$ cat src/rtl/spi_pkg.sv
// -----------------------------------------------------------------------------
// spi_pkg
// Shared definitions for the SPI slave receive path.
//   spi_state_t   : frame FSM state (IDLE, ACTIVE)
//   SPI_CPOL/CPHA : SPI mode 0 (SCK idles low, sample on rising edge)
//   *_IDLE        : pin levels the input synchronizers reset to
// -----------------------------------------------------------------------------
package spi_pkg;

  typedef enum logic {
    IDLE   = 1'b0,
    ACTIVE = 1'b1
  } spi_state_t;

  localparam logic SPI_CPOL      = 1'b0;
  localparam logic SPI_CPHA      = 1'b0;
  localparam logic SPI_MSB_FIRST = 1'b1;

  // Synchronizer reset levels: CS deasserted, SCK at its mode-0 idle, MOSI low.
  localparam logic CS_IDLE   = 1'b1;
  localparam logic SCK_IDLE  = SPI_CPOL;
  localparam logic MOSI_IDLE = 1'b0;

endpackage

$ cat src/rtl/spi_edge_sync.sv
// -----------------------------------------------------------------------------
// spi_edge_sync
// Brings one asynchronous SPI pin into the clk domain through STAGES flops,
// follows it with a history flop and registers rise/fall pulses.
//   STAGES    : synchronizer depth (2..3)
//   RESET_VAL : level the chain and history flop take in reset
// Ports:
//   clk, rst_n : system clock, asynchronous active-low reset
//   din        : asynchronous pin
//   level      : synchronized level, aligned with rise/fall
//   rise, fall : one-cycle pulses on detected edges
// Latency: a pin edge shows up on rise/fall STAGES+1 clk edges later.
// -----------------------------------------------------------------------------
module spi_edge_sync #(
  parameter int unsigned STAGES    = 2,
  parameter logic        RESET_VAL = 1'b0
) (
  input  logic clk,
  input  logic rst_n,
  input  logic din,
  output logic level,
  output logic rise,
  output logic fall
);

  logic [STAGES-1:0] sync;
  logic              hist;

  always_ff @(posedge clk or negedge rst_n) begin
    if (!rst_n) begin
      sync <= {STAGES{RESET_VAL}};
      hist <= RESET_VAL;
      rise <= 1'b0;
      fall <= 1'b0;
    end else begin
      sync <= {sync[STAGES-2:0], din};
      hist <= sync[STAGES-1];
      rise <= sync[STAGES-1] & ~hist;
      fall <= ~sync[STAGES-1] & hist;
    end
  end

  // History flop is the level that lines up with the registered pulses.
  assign level = hist;

endmodule

$ cat src/rtl/spi_slave_rx.sv
// -----------------------------------------------------------------------------
// spi_slave_rx
// SPI mode-0 slave receiver, MSB first, oversampled by I_clk (>= 8x SCK).
// Optional transmit path enabled by defining SPI_SLAVE_RX_MISO_EN.
// Parameters:
//   DATA_W      : frame width in bits (>= 2)
//   SYNC_STAGES : synchronizer flops per SPI input (2..3)
// Ports:
//   I_clk, I_rst_n           : system clock, asynchronous active-low reset
//   I_spi_sck/cs/mosi        : asynchronous SPI pins (CS active-low)
//   O_spi_miso, O_spi_miso_oe: slave data out and its drive enable
//   I_tx_data, O_tx_load     : response word and its latch strobe
//   O_rx_data, O_rx_valid    : last received word and its update strobe
//   O_frame_err              : pulse when CS rises mid-word
//   O_busy                   : high while the frame is active
// O_rx_valid rises SYNC_STAGES+2 clk edges after the last SCK pin edge.
// -----------------------------------------------------------------------------
module spi_slave_rx
  import spi_pkg::*;
#(
  parameter int unsigned DATA_W      = 8,
  parameter int unsigned SYNC_STAGES = 2
) (
  input  logic              I_clk,
  input  logic              I_rst_n,
  input  logic              I_spi_sck,
  input  logic              I_spi_cs,
  input  logic              I_spi_mosi,
  output logic              O_spi_miso,
  output logic              O_spi_miso_oe,
  input  logic [DATA_W-1:0] I_tx_data,
  output logic              O_tx_load,
  output logic [DATA_W-1:0] O_rx_data,
  output logic              O_rx_valid,
  output logic              O_frame_err,
  output logic              O_busy
);

  localparam int unsigned CNT_W = (DATA_W > 1) ? $clog2(DATA_W) : 1;

  logic sck_level, sck_rise, sck_fall;
  logic cs_level, cs_rise, cs_fall;
  logic mosi_level, mosi_rise, mosi_fall;

  spi_edge_sync #(.STAGES(SYNC_STAGES), .RESET_VAL(SCK_IDLE)) u_sync_sck (
    .clk   (I_clk),
    .rst_n (I_rst_n),
    .din   (I_spi_sck),
    .level (sck_level),
    .rise  (sck_rise),
    .fall  (sck_fall)
  );

  spi_edge_sync #(.STAGES(SYNC_STAGES), .RESET_VAL(CS_IDLE)) u_sync_cs (
    .clk   (I_clk),
    .rst_n (I_rst_n),
    .din   (I_spi_cs),
    .level (cs_level),
    .rise  (cs_rise),
    .fall  (cs_fall)
  );

  spi_edge_sync #(.STAGES(SYNC_STAGES), .RESET_VAL(MOSI_IDLE)) u_sync_mosi (
    .clk   (I_clk),
    .rst_n (I_rst_n),
    .din   (I_spi_mosi),
    .level (mosi_level),
    .rise  (mosi_rise),
    .fall  (mosi_fall)
  );

  spi_state_t        state;
  logic [CNT_W-1:0]  bit_cnt;
  logic [CNT_W-1:0]  cnt_after;
  logic [DATA_W-1:0] rx_shift;
  logic [DATA_W-1:0] next_word;
  logic              last_bit;

  assign last_bit  = (bit_cnt == CNT_W'(DATA_W - 1));
  assign next_word = {rx_shift[DATA_W-2:0], mosi_level};

  // Bit count after this cycle's SCK edge; lets a CS rise landing on the
  // final rising edge complete the word instead of flagging an error.
  always_comb begin
    cnt_after = bit_cnt;
    if (sck_rise) begin
      cnt_after = last_bit ? '0 : bit_cnt + CNT_W'(1);
    end
  end

  always_ff @(posedge I_clk or negedge I_rst_n) begin
    if (!I_rst_n) begin
      state       <= IDLE;
      bit_cnt     <= '0;
      rx_shift    <= '0;
      O_rx_data   <= '0;
      O_rx_valid  <= 1'b0;
      O_frame_err <= 1'b0;
      O_busy      <= 1'b0;
    end else begin
      O_rx_valid  <= 1'b0;
      O_frame_err <= 1'b0;
      case (state)
        IDLE: begin
          if (cs_fall) begin
            state   <= ACTIVE;
            O_busy  <= 1'b1;
            bit_cnt <= '0;
          end
        end
        ACTIVE: begin
          if (sck_rise) begin
            rx_shift <= next_word;
            bit_cnt  <= cnt_after;
            if (last_bit) begin
              O_rx_data  <= next_word;
              O_rx_valid <= 1'b1;
            end
          end
          if (cs_rise) begin
            state   <= IDLE;
            O_busy  <= 1'b0;
            bit_cnt <= '0;
            if (cnt_after != '0) begin
              O_frame_err <= 1'b1;
            end
          end
        end
        default: state <= IDLE;
      endcase
    end
  end

`ifdef SPI_SLAVE_RX_MISO_EN
  logic [DATA_W-1:0] tx_shift;

  // A falling edge seen with bit_cnt at zero follows a completed word,
  // so it starts the next response word rather than shifting.
  always_ff @(posedge I_clk or negedge I_rst_n) begin
    if (!I_rst_n) begin
      tx_shift      <= '0;
      O_spi_miso    <= 1'b0;
      O_spi_miso_oe <= 1'b0;
      O_tx_load     <= 1'b0;
    end else begin
      O_tx_load <= 1'b0;
      if (state == IDLE) begin
        if (cs_fall) begin
          tx_shift      <= I_tx_data;
          O_spi_miso    <= I_tx_data[DATA_W-1];
          O_spi_miso_oe <= 1'b1;
          O_tx_load     <= 1'b1;
        end
      end else if (cs_rise) begin
        O_spi_miso    <= 1'b0;
        O_spi_miso_oe <= 1'b0;
      end else if (sck_fall) begin
        if (bit_cnt == '0) begin
          tx_shift   <= I_tx_data;
          O_spi_miso <= I_tx_data[DATA_W-1];
          O_tx_load  <= 1'b1;
        end else begin
          tx_shift   <= {tx_shift[DATA_W-2:0], 1'b0};
          O_spi_miso <= tx_shift[DATA_W-2];
        end
      end
    end
  end

  logic unused_sync;
  assign unused_sync = sck_level ^ cs_level ^ mosi_rise ^ mosi_fall;
`else
  assign O_spi_miso    = 1'b0;
  assign O_spi_miso_oe = 1'b0;
  assign O_tx_load     = 1'b0;

  logic unused_sync;
  assign unused_sync = sck_level ^ sck_fall ^ cs_level ^ mosi_rise ^ mosi_fall
                       ^ (^I_tx_data);
`endif

endmodule

$ cat config.mk
export PLATFORM = sky130hd
export DESIGN_NAME = spi_slave_rx
export DESIGN_NICKNAME = d
export VERILOG_FILES = /design/src/rtl/spi_pkg.sv /design/src/rtl/spi_edge_sync.sv /design/src/rtl/spi_slave_rx.sv
export SDC_FILE = /design/constraint.sdc
export NUM_CORES = 1
export LEC_CHECK = 0
export BUFFER_PORTS_ARGS = -buffer_cell sky130_fd_sc_hd__clkbuf_2
export CAP_MARGIN = 10
export CORE_MARGIN = 2
export CORE_UTILIZATION = 33
export CTS_CLUSTER_DIAMETER = 30
export DETAILED_ROUTE_END_ITERATION = 8
export PLACE_DENSITY = 0.53
export SETUP_SLACK_MARGIN = 0.15
export SYNTH_ARGS = -nofsm -noshare
export SYNTH_HDL_FRONTEND = slang
export SYNTH_HIERARCHICAL = 1
export SYNTH_SLANG_ARGS = --single-unit
$ cat constraint.sdc
create_clock -name I_clk -period 1.8 [get_ports I_clk]
set_input_delay 0.09 -clock I_clk [delete_from_list [all_inputs] [get_ports I_clk]]
set_output_delay 0.09 -clock I_clk [all_outputs]
set_load 0.02 [all_outputs]
======== Word level (Yosys, flattened, before mapping) ========
Cells that the tools add are included.
storage, ports and cells
  flip-flop bits (word level) ............. 34
  input port bits ......................... 13
  output and inout bits ................... 14
  word-level logic and storage cells ...... 51
cells by class
  add/sub/neg operators ................... 1
  equality and inequality tests ........... 4
  mux-type cells .......................... 18
  bitwise logic cells ..................... 7
  reductions and logical operators ........ 5
operators by type and width
  kind                                                                      count
  3-bit two-way mux                                                         5
  1-bit two-way mux                                                         10
  3-bit case mux with 2 select lines                                        1
  2-bit AND reduction                                                       3
  2-bit by 1-bit inequality test with 1-bit output (second input constant)  2
  1-bit NOT                                                                 4
  1-bit case mux with 2 select lines                                        2
  3-bit by 1-bit adder with 3-bit output (second input constant)            1
  1-bit AND                                                                 3
  3-bit == test (second input constant)                                     1
  3-bit by 1-bit inequality test with 1-bit output (second input constant)  1
  3-bit AND reduction                                                       1
  3-bit nonzero test                                                        1

======== Logic depth before layout (Yosys ltp) ========
Gate-level depths: netlist (run 1).
  word-level depth ........................ 7
  mapped depth ............................ 5
  depth with buffers taken out ............ 5

======== Cells and area by module ========
The synthesis (run 1) kept the hierarchy.
modules (own cells, without submodules)
  module                            times used  cells each  area an instance (µm²)  seq. area each (µm²)
  spi_slave_rx                      1           69          929.6                   550.5
  spi_edge_sync at u_sync_mosi ...  2           7           140.1                   125.1
  spi_edge_sync at u_sync_cs        1           7           143.9                   128.9

======== Worst setup path after synthesis (run 1) ========
No wires, ideal clock.
  path kind ............................... reg2reg
  from .................................... register bit_cnt[0]
  to ...................................... register O_rx_data[0]
  library setup time ...................... 0.125 ns
  arrival ................................. 1.285 ns
  required time ........................... 1.675 ns
  slack ................................... 0.390 ns
  cell stages (with the launch flop) ...... 5
  path buffers ............................ 0
  cells stage by stage .................... dfrtp_1 -> ha_1 -> ha_1 -> nand3_2 -> mux2_2
on the way
  longest elaborated chain between the ends .. 2
RTL lines
  what                                  line                 source
  start: declaration                    spi_slave_rx.sv:73   logic [CNT_W-1:0] bit_cnt;
  start signal: assignment              spi_slave_rx.sv:114  bit_cnt <= cnt_after;
  3-bit == test                         spi_slave_rx.sv:79   assign last_bit = (bit_cnt == CNT_W'(DATA_W - 1));
  3-bit AND reduction (no source line)  -
  end signal: assignment                spi_slave_rx.sv:116  O_rx_data <= next_word;
  end: declaration                      spi_slave_rx.sv:33   output logic [DATA_W-1:0] O_rx_data,
Every way passes these cells.
A chain may end at the register's enable or synchronous reset.

======== Worst setup path in the final report (run 1) ========
  from .................................... register bit_cnt[0]
  to ...................................... register O_rx_data[2]
Same word-level chain as after synthesis.

==> results of run 1 <==
final cells by class:
class,instances,area (um2)
Inverter,4,15.01
Timing Repair Buffer,19,115.1
Clock buffer,8,80.08
Sequential cell,34,854.6
Fill cell,346,2182
Multi-Input combinational cell,43,354.1
Tap cell,48,60.06
final timing paths:
| path | from | to | slack, ps | cells after the start |
|---|---|---|---|---|
| min in group asynchronous | I_rst_n | u_sync_sck/rise | 440 | 2 |
| max in group asynchronous | I_rst_n | O_rx_data[3] | 860 | 2 |
| min reg2reg | u_sync_sck/sync[0] | u_sync_sck/sync[1] | 350 | 0 |
| min | u_sync_sck/sync[0] | u_sync_sck/sync[1] | 350 | 0 |
| max reg2reg | bit_cnt[0] | O_rx_data[2] | 260 | 4 |
| max | bit_cnt[0] | O_rx_data[2] | 260 | 4 |
repair_timing:
item	in CTS	in global routing
hold buffers	4	0
hold endpoints to repair	34	0
gates resized for setup	0	0
metrics by stage:
stage / instances / utilization / cell area, um2 / setup slack (ps)
6_report: 156 / 0.4040 / 1479 / 262.4
5_1_grt: 156 / 0.4040 / 1479 / 179.0
4_1_cts: 156 / 0.4040 / 1479 / 248.4
3_5_place_dp: 144 / 0.3712 / 1359 / 260.2
3_3_place_gp: 144 / 0.3712 / 1359 / 275.9
2_1_floorplan: 86 / - / 1262 / 389.9
flip-flops by register name (all words and copies together) (netlist names), 2 cells and up:
| register | count |
|---|---|
| bit_cnt | 3 |
| u_sync_cs/sync | 2 |
| rx_shift | 7 |
| O_rx_data | 8 |
| u_sync_sck/sync | 2 |
| u_sync_mosi/sync | 2 |
power by group:
group	internal (uW)	total, uW	leakage [uW]	switching [uW]
combinational	132	238	0.000278	106
clock	274	519	0.0000395	245
sequential	888	983	0.000427	95.6
total	1290	1740	0.000745	446
metal layers:
layer	wire length, um	vias to the layer above
met5	0	-
met4	40	0
met3	109	7
met2	816	14
met1	793	337
li1	-	327
==> metrics.cfg, run 1 <==
[synthesis]
syn_avg_cell_area_um2=14.94
ys_warn_count=6
synthCells=84
syn_area_um2=1255

[grt]
track_usage=0.09480
grt-busiest-layer=met2
grt_pass1_vias=662
grt_pass1_wl_mm=2.925
antenna_found_initial=0
use_met1=0.1078
grt_overflow=0
use_met2=0.1427
grt_max_degree=35
grt_util_met3=0.05308

[floorplan]
die_width_um=65.67
dieArea_um2=4312
num_io_pins=27
initial_utilization=0.3428
fp.dieH_um=65.67
rows=22
core_area_um2=3661

[timing]
finalSetupTns_ps=0
relSlewSlack=0.4607
drv_slew=0
fin_worst_skew_ps=6.201
hold_viol_final=0
tightest_slew_ps=808.9
fin_crit_ps=1538
max_freq_ghz=0.6504
rsz0062_at_grt=no
finalCritPeriodShare=0.8542
hold-worst-slack_ps=352.7
setup_viol=0

[cells_and_area]
finalNetCount=122
insertedDiodeCount=0
drive_gt1_frac=0.3796
final_common_cell=dfrtp_1
synthToLayoutAreaGrowth_pct=17.85
final_cell_mix=dfrtp_1, mux2_2, clkbuf_2

[worst_hold_path]
hp-class=reg -> reg

[setup_path]
path_buf_inv=0
cp_data_arrival_time_ps=1700
cp_common_cell=ha_1
worstSetupPathType=reg -> reg
crit_family=adder cells
critPathMaxFanout=9
critical_path.max_stage_delay_ps=420
cp.required_ps=1960
crit_slowest_cell=dfrtp_1
crit_chain=ha_1, ha_1, nand3_2, mux2_2
endpoint_kind=flop
cp-start-kind=flop

[clock_network]
clockBufferDepth=2
cts_tree=yes
clk_transition_reported_paths_ps=60
cts.sinks=34
cts-root-buf=clkbuf_8
h-tree-depth=2
post_cts_buffers=0
clock_latency_ps=280
cts_buffers=5

[power_and_ir_drop]
powerDensity_nw_per_um2=1177
irDropWorstVdd_mv=0.5574
p_leak_uw=0.0007445
power_uw=1740

[route]
antenna_left=0
drc=0
wl_mm=1.760
wl_per_cell_um=11.28
vias=685
drtPass1Iterations=3
routed_via_density=4.391
drt_iter0_markers=16

[place]
globalplace.congestion=0.6535
hpwl_mm=1.169
io_buffers=15

[flow_run]
cap_violations=0

[status]
status=finished, final reports clean

Power figures use the tool's default switching activity.
==> run 2, diff against run 1 <==
--- a/config.mk
+++ b/config.mk
@@ -5,13 +5,14 @@
 export SDC_FILE = /design/constraint.sdc
 export NUM_CORES = 1
 export LEC_CHECK = 0
+export ABC_AREA = 0
 export BUFFER_PORTS_ARGS = -buffer_cell sky130_fd_sc_hd__clkbuf_2
 export CAP_MARGIN = 10
 export CORE_MARGIN = 2
 export CORE_UTILIZATION = 33
+export CTS_BUF_LIST = sky130_fd_sc_hd__clkbuf_4 sky130_fd_sc_hd__clkbuf_8
 export CTS_CLUSTER_DIAMETER = 30
 export DETAILED_ROUTE_END_ITERATION = 8
-export PLACE_DENSITY = 0.53
 export SETUP_SLACK_MARGIN = 0.15
 export SYNTH_ARGS = -nofsm -noshare
 export SYNTH_HDL_FRONTEND = slang
==> run 2 against run 1 <==
Against the previous run: final area up 1.5%; register-to-register slack about the same; critical path depth did not move; sequential cell count unchanged; largest cell class unchanged; routed wire length is 0.97% higher; clock skew is 4.8 ps lower; maximum frequency fell by 0.21%; sequential share of layout area shrank 0.87 points.
==> metrics.cfg, run 2 (same netlist as run 1, synthesis figures left out) <==
[route]
topRoutingLayerUsed=met4
routed_via_density=4.378  ; -0.29%
wl_met3_um=105  ; -3.7%
wirelength_met1_um=810  ; +2.1%
drt_iter0_markers=3  ; -13
vias=683  ; -0.29%
drtPass1Iterations=2  ; -1
wl_mm=1.777  ; +0.97%
drc=0  ; unchanged
wl_per_cell_um=11.39  ; +0.97%
wl_met2_um=828  ; +1.5%
antenna_left=0  ; unchanged

[timing]
hold_viol_final=0  ; unchanged
drv_slew=0  ; unchanged
finalSetupTns_ps=0  ; unchanged
rsz0062_at_grt=no
setup_viol=0  ; unchanged
layout_setup_ws_ps=259.1  ; -3.268 ps
tightest_slew_ps=796.2  ; -12.73 ps
finalCritPeriodShare=0.8561  ; +0.001816
relSlewSlack=0.4692  ; +0.008486
fin_crit_ps=1541  ; +3.268 ps
hold-worst-slack_ps=348.3  ; -4.389 ps
max_freq_ghz=0.6490  ; -0.21%
fin_worst_skew_ps=1.412  ; -4.789 ps

[floorplan]
rows=22  ; unchanged
fp.dieH_um=65.67  ; unchanged
dieArea_um2=4312  ; unchanged
core_area_um2=3661  ; unchanged
initial_utilization=0.3428  ; unchanged
die_width_um=65.67  ; unchanged
num_io_pins=27  ; unchanged

[worst_hold_path]
hp-class=reg -> reg

[place]
io_buffers=15  ; unchanged
hpwl_mm=1.186  ; +1.5%
globalplace.congestion=0.6791  ; +3.9%
postPlaceCellArea_um2=1359  ; unchanged
place_ws_ps=231.4  ; -28.79 ps

[cells_and_area]
largestRegisters=O_rx_data x8, rx_shift x7, bit_cnt x3
stdcell_area_um2=1501  ; +1.5%
finalNetCount=122  ; unchanged
synthToLayoutAreaGrowth_pct=19.64
drive_gt1_frac=0.4074  ; +0.02778
largest_reg_flops=8  ; unchanged
regMostFlops=O_rx_data
register_area_um2=854.6  ; unchanged
multi_input_comb_area_um2=361.6  ; +2.1%
final_cell_mix=dfrtp_1, mux2_2, clkbuf_2
fillers=335  ; -3.2%
final_common_cell=dfrtp_1
insertedDiodeCount=0  ; unchanged

[grt]
grt_pass1_wl_mm=3.098  ; +5.9%
grt_max_degree=35  ; unchanged
track_usage=0.09927  ; +0.004465
antenna_found_initial=0  ; unchanged
grt_overflow=0  ; unchanged
grt_pass1_vias=696  ; +5.1%

[power_and_ir_drop]
seqPwrFrac=0.547  ; -0.018
p_sw_uw=454.1  ; +1.8%
switching_share=0.2526  ; -0.003732
p_leak_uw=0.0007569  ; +1.7%
powerDensity_nw_per_um2=1197  ; +1.7%
pwr-share-comb=0.135  ; -0.002
clockPowerShare=0.318  ; +0.020
irDropWorstVdd_mv=0.5166  ; -7.3%
power.internal_uw=1344  ; +3.8%

[clock_network]
post_cts_buffers=0  ; unchanged
cts_tree=yes
clockBufferDepth=2  ; unchanged
clock_latency_ps=280  ; about the same
cts-root-buf=clkbuf_8
h-tree-depth=2  ; unchanged
cts.sinks=34  ; unchanged
clk_transition_reported_paths_ps=60  ; about the same
cts_buffers=5  ; unchanged

[setup_path]
cp-start-kind=flop
endpoint_kind=flop
cp_data_arrival_time_ps=1700  ; about the same
critPathMaxFanout=9  ; unchanged
cp.required_ps=1960  ; about the same
worstSetupPathType=reg -> reg

[flow_run]
cap_violations=0  ; unchanged

[status]
status=finished, final reports clean

==> run 2: cell count changes in the layout (fill, tap and decap cells not counted), sizes merged <==
cell,delta
clkbuf,-1
clkinv,+1
==> run 2: worst max-delay path: stages (launching register included) <==
cell and delay, ps:
dfrtp_1 430, ha_1 230, ha_1 240, nand3_4 180
mux2_2 350
==> run 2: timing repair <==
| action | CTS | global route |
|---|---|---|
| endpoints found under the hold margin | 34 | 0 |
| hold buffers | 4 | 0 |
| endpoints found under the setup margin | 0 | 2 |
| resized for setup | 0 | 1 |
==> run 2: metal layers <==
metal / global-route usage / vias to the layer above
met5: 0 / -
met4: 0.04688 / 0
met3: 0.04623 / 5
met2: 0.1490 / 18
met1: 0.1203 / 336
li1: - / 324
==> run 2: worst paths after layout <==
| path | startpoint | end | slack [ps] | cells after the start |
|---|---|---|---|---|
| max reg2reg | bit_cnt[0] | O_rx_data[3] | 260 | 4 |
| min reg2reg | u_sync_sck/sync[0] | u_sync_sck/sync[1] | 350 | 0 |
| max in group asynchronous | I_rst_n | O_frame_err | 870 | 2 |
| min | u_sync_sck/sync[0] | u_sync_sck/sync[1] | 350 | 0 |
| min in group asynchronous | I_rst_n | O_rx_data[2] | 430 | 2 |
| max | bit_cnt[0] | O_rx_data[3] | 260 | 4 |
==> run 2: layout make-up <==
class / count / area share
Tap cell: 48 / 0.04000
Sequential cell: 34 / 0.5692
Clock inverter: 1 / 0.003333
Clock buffer: 7 / 0.06000
Timing Repair Buffer: 19 / 0.07667
Inverter: 4 / 0.01000
Multi-Input combinational cell: 43 / 0.2408
==> run 2: power groups by stage <==
stage | logic (uW) | clock network (uW) | registers, uW
detailed placement | 239 | 0 | 998
CTS | 248 | 592 | 984
floorplan | 189 | 0 | 972
global placement | 225 | 0 | 988
global route | 272 | 628 | 1010
finish | 243 | 571 | 983
==> run 2: metrics by stage <==
stage               instances  total power (uW)    util
global route              156              1907  0.4101
global placement          144              1213  0.3712
CTS                       156              1824  0.4081
floorplan                  86              1161       -
detailed placement        144              1237  0.3712
finish                    156              1798  0.4101
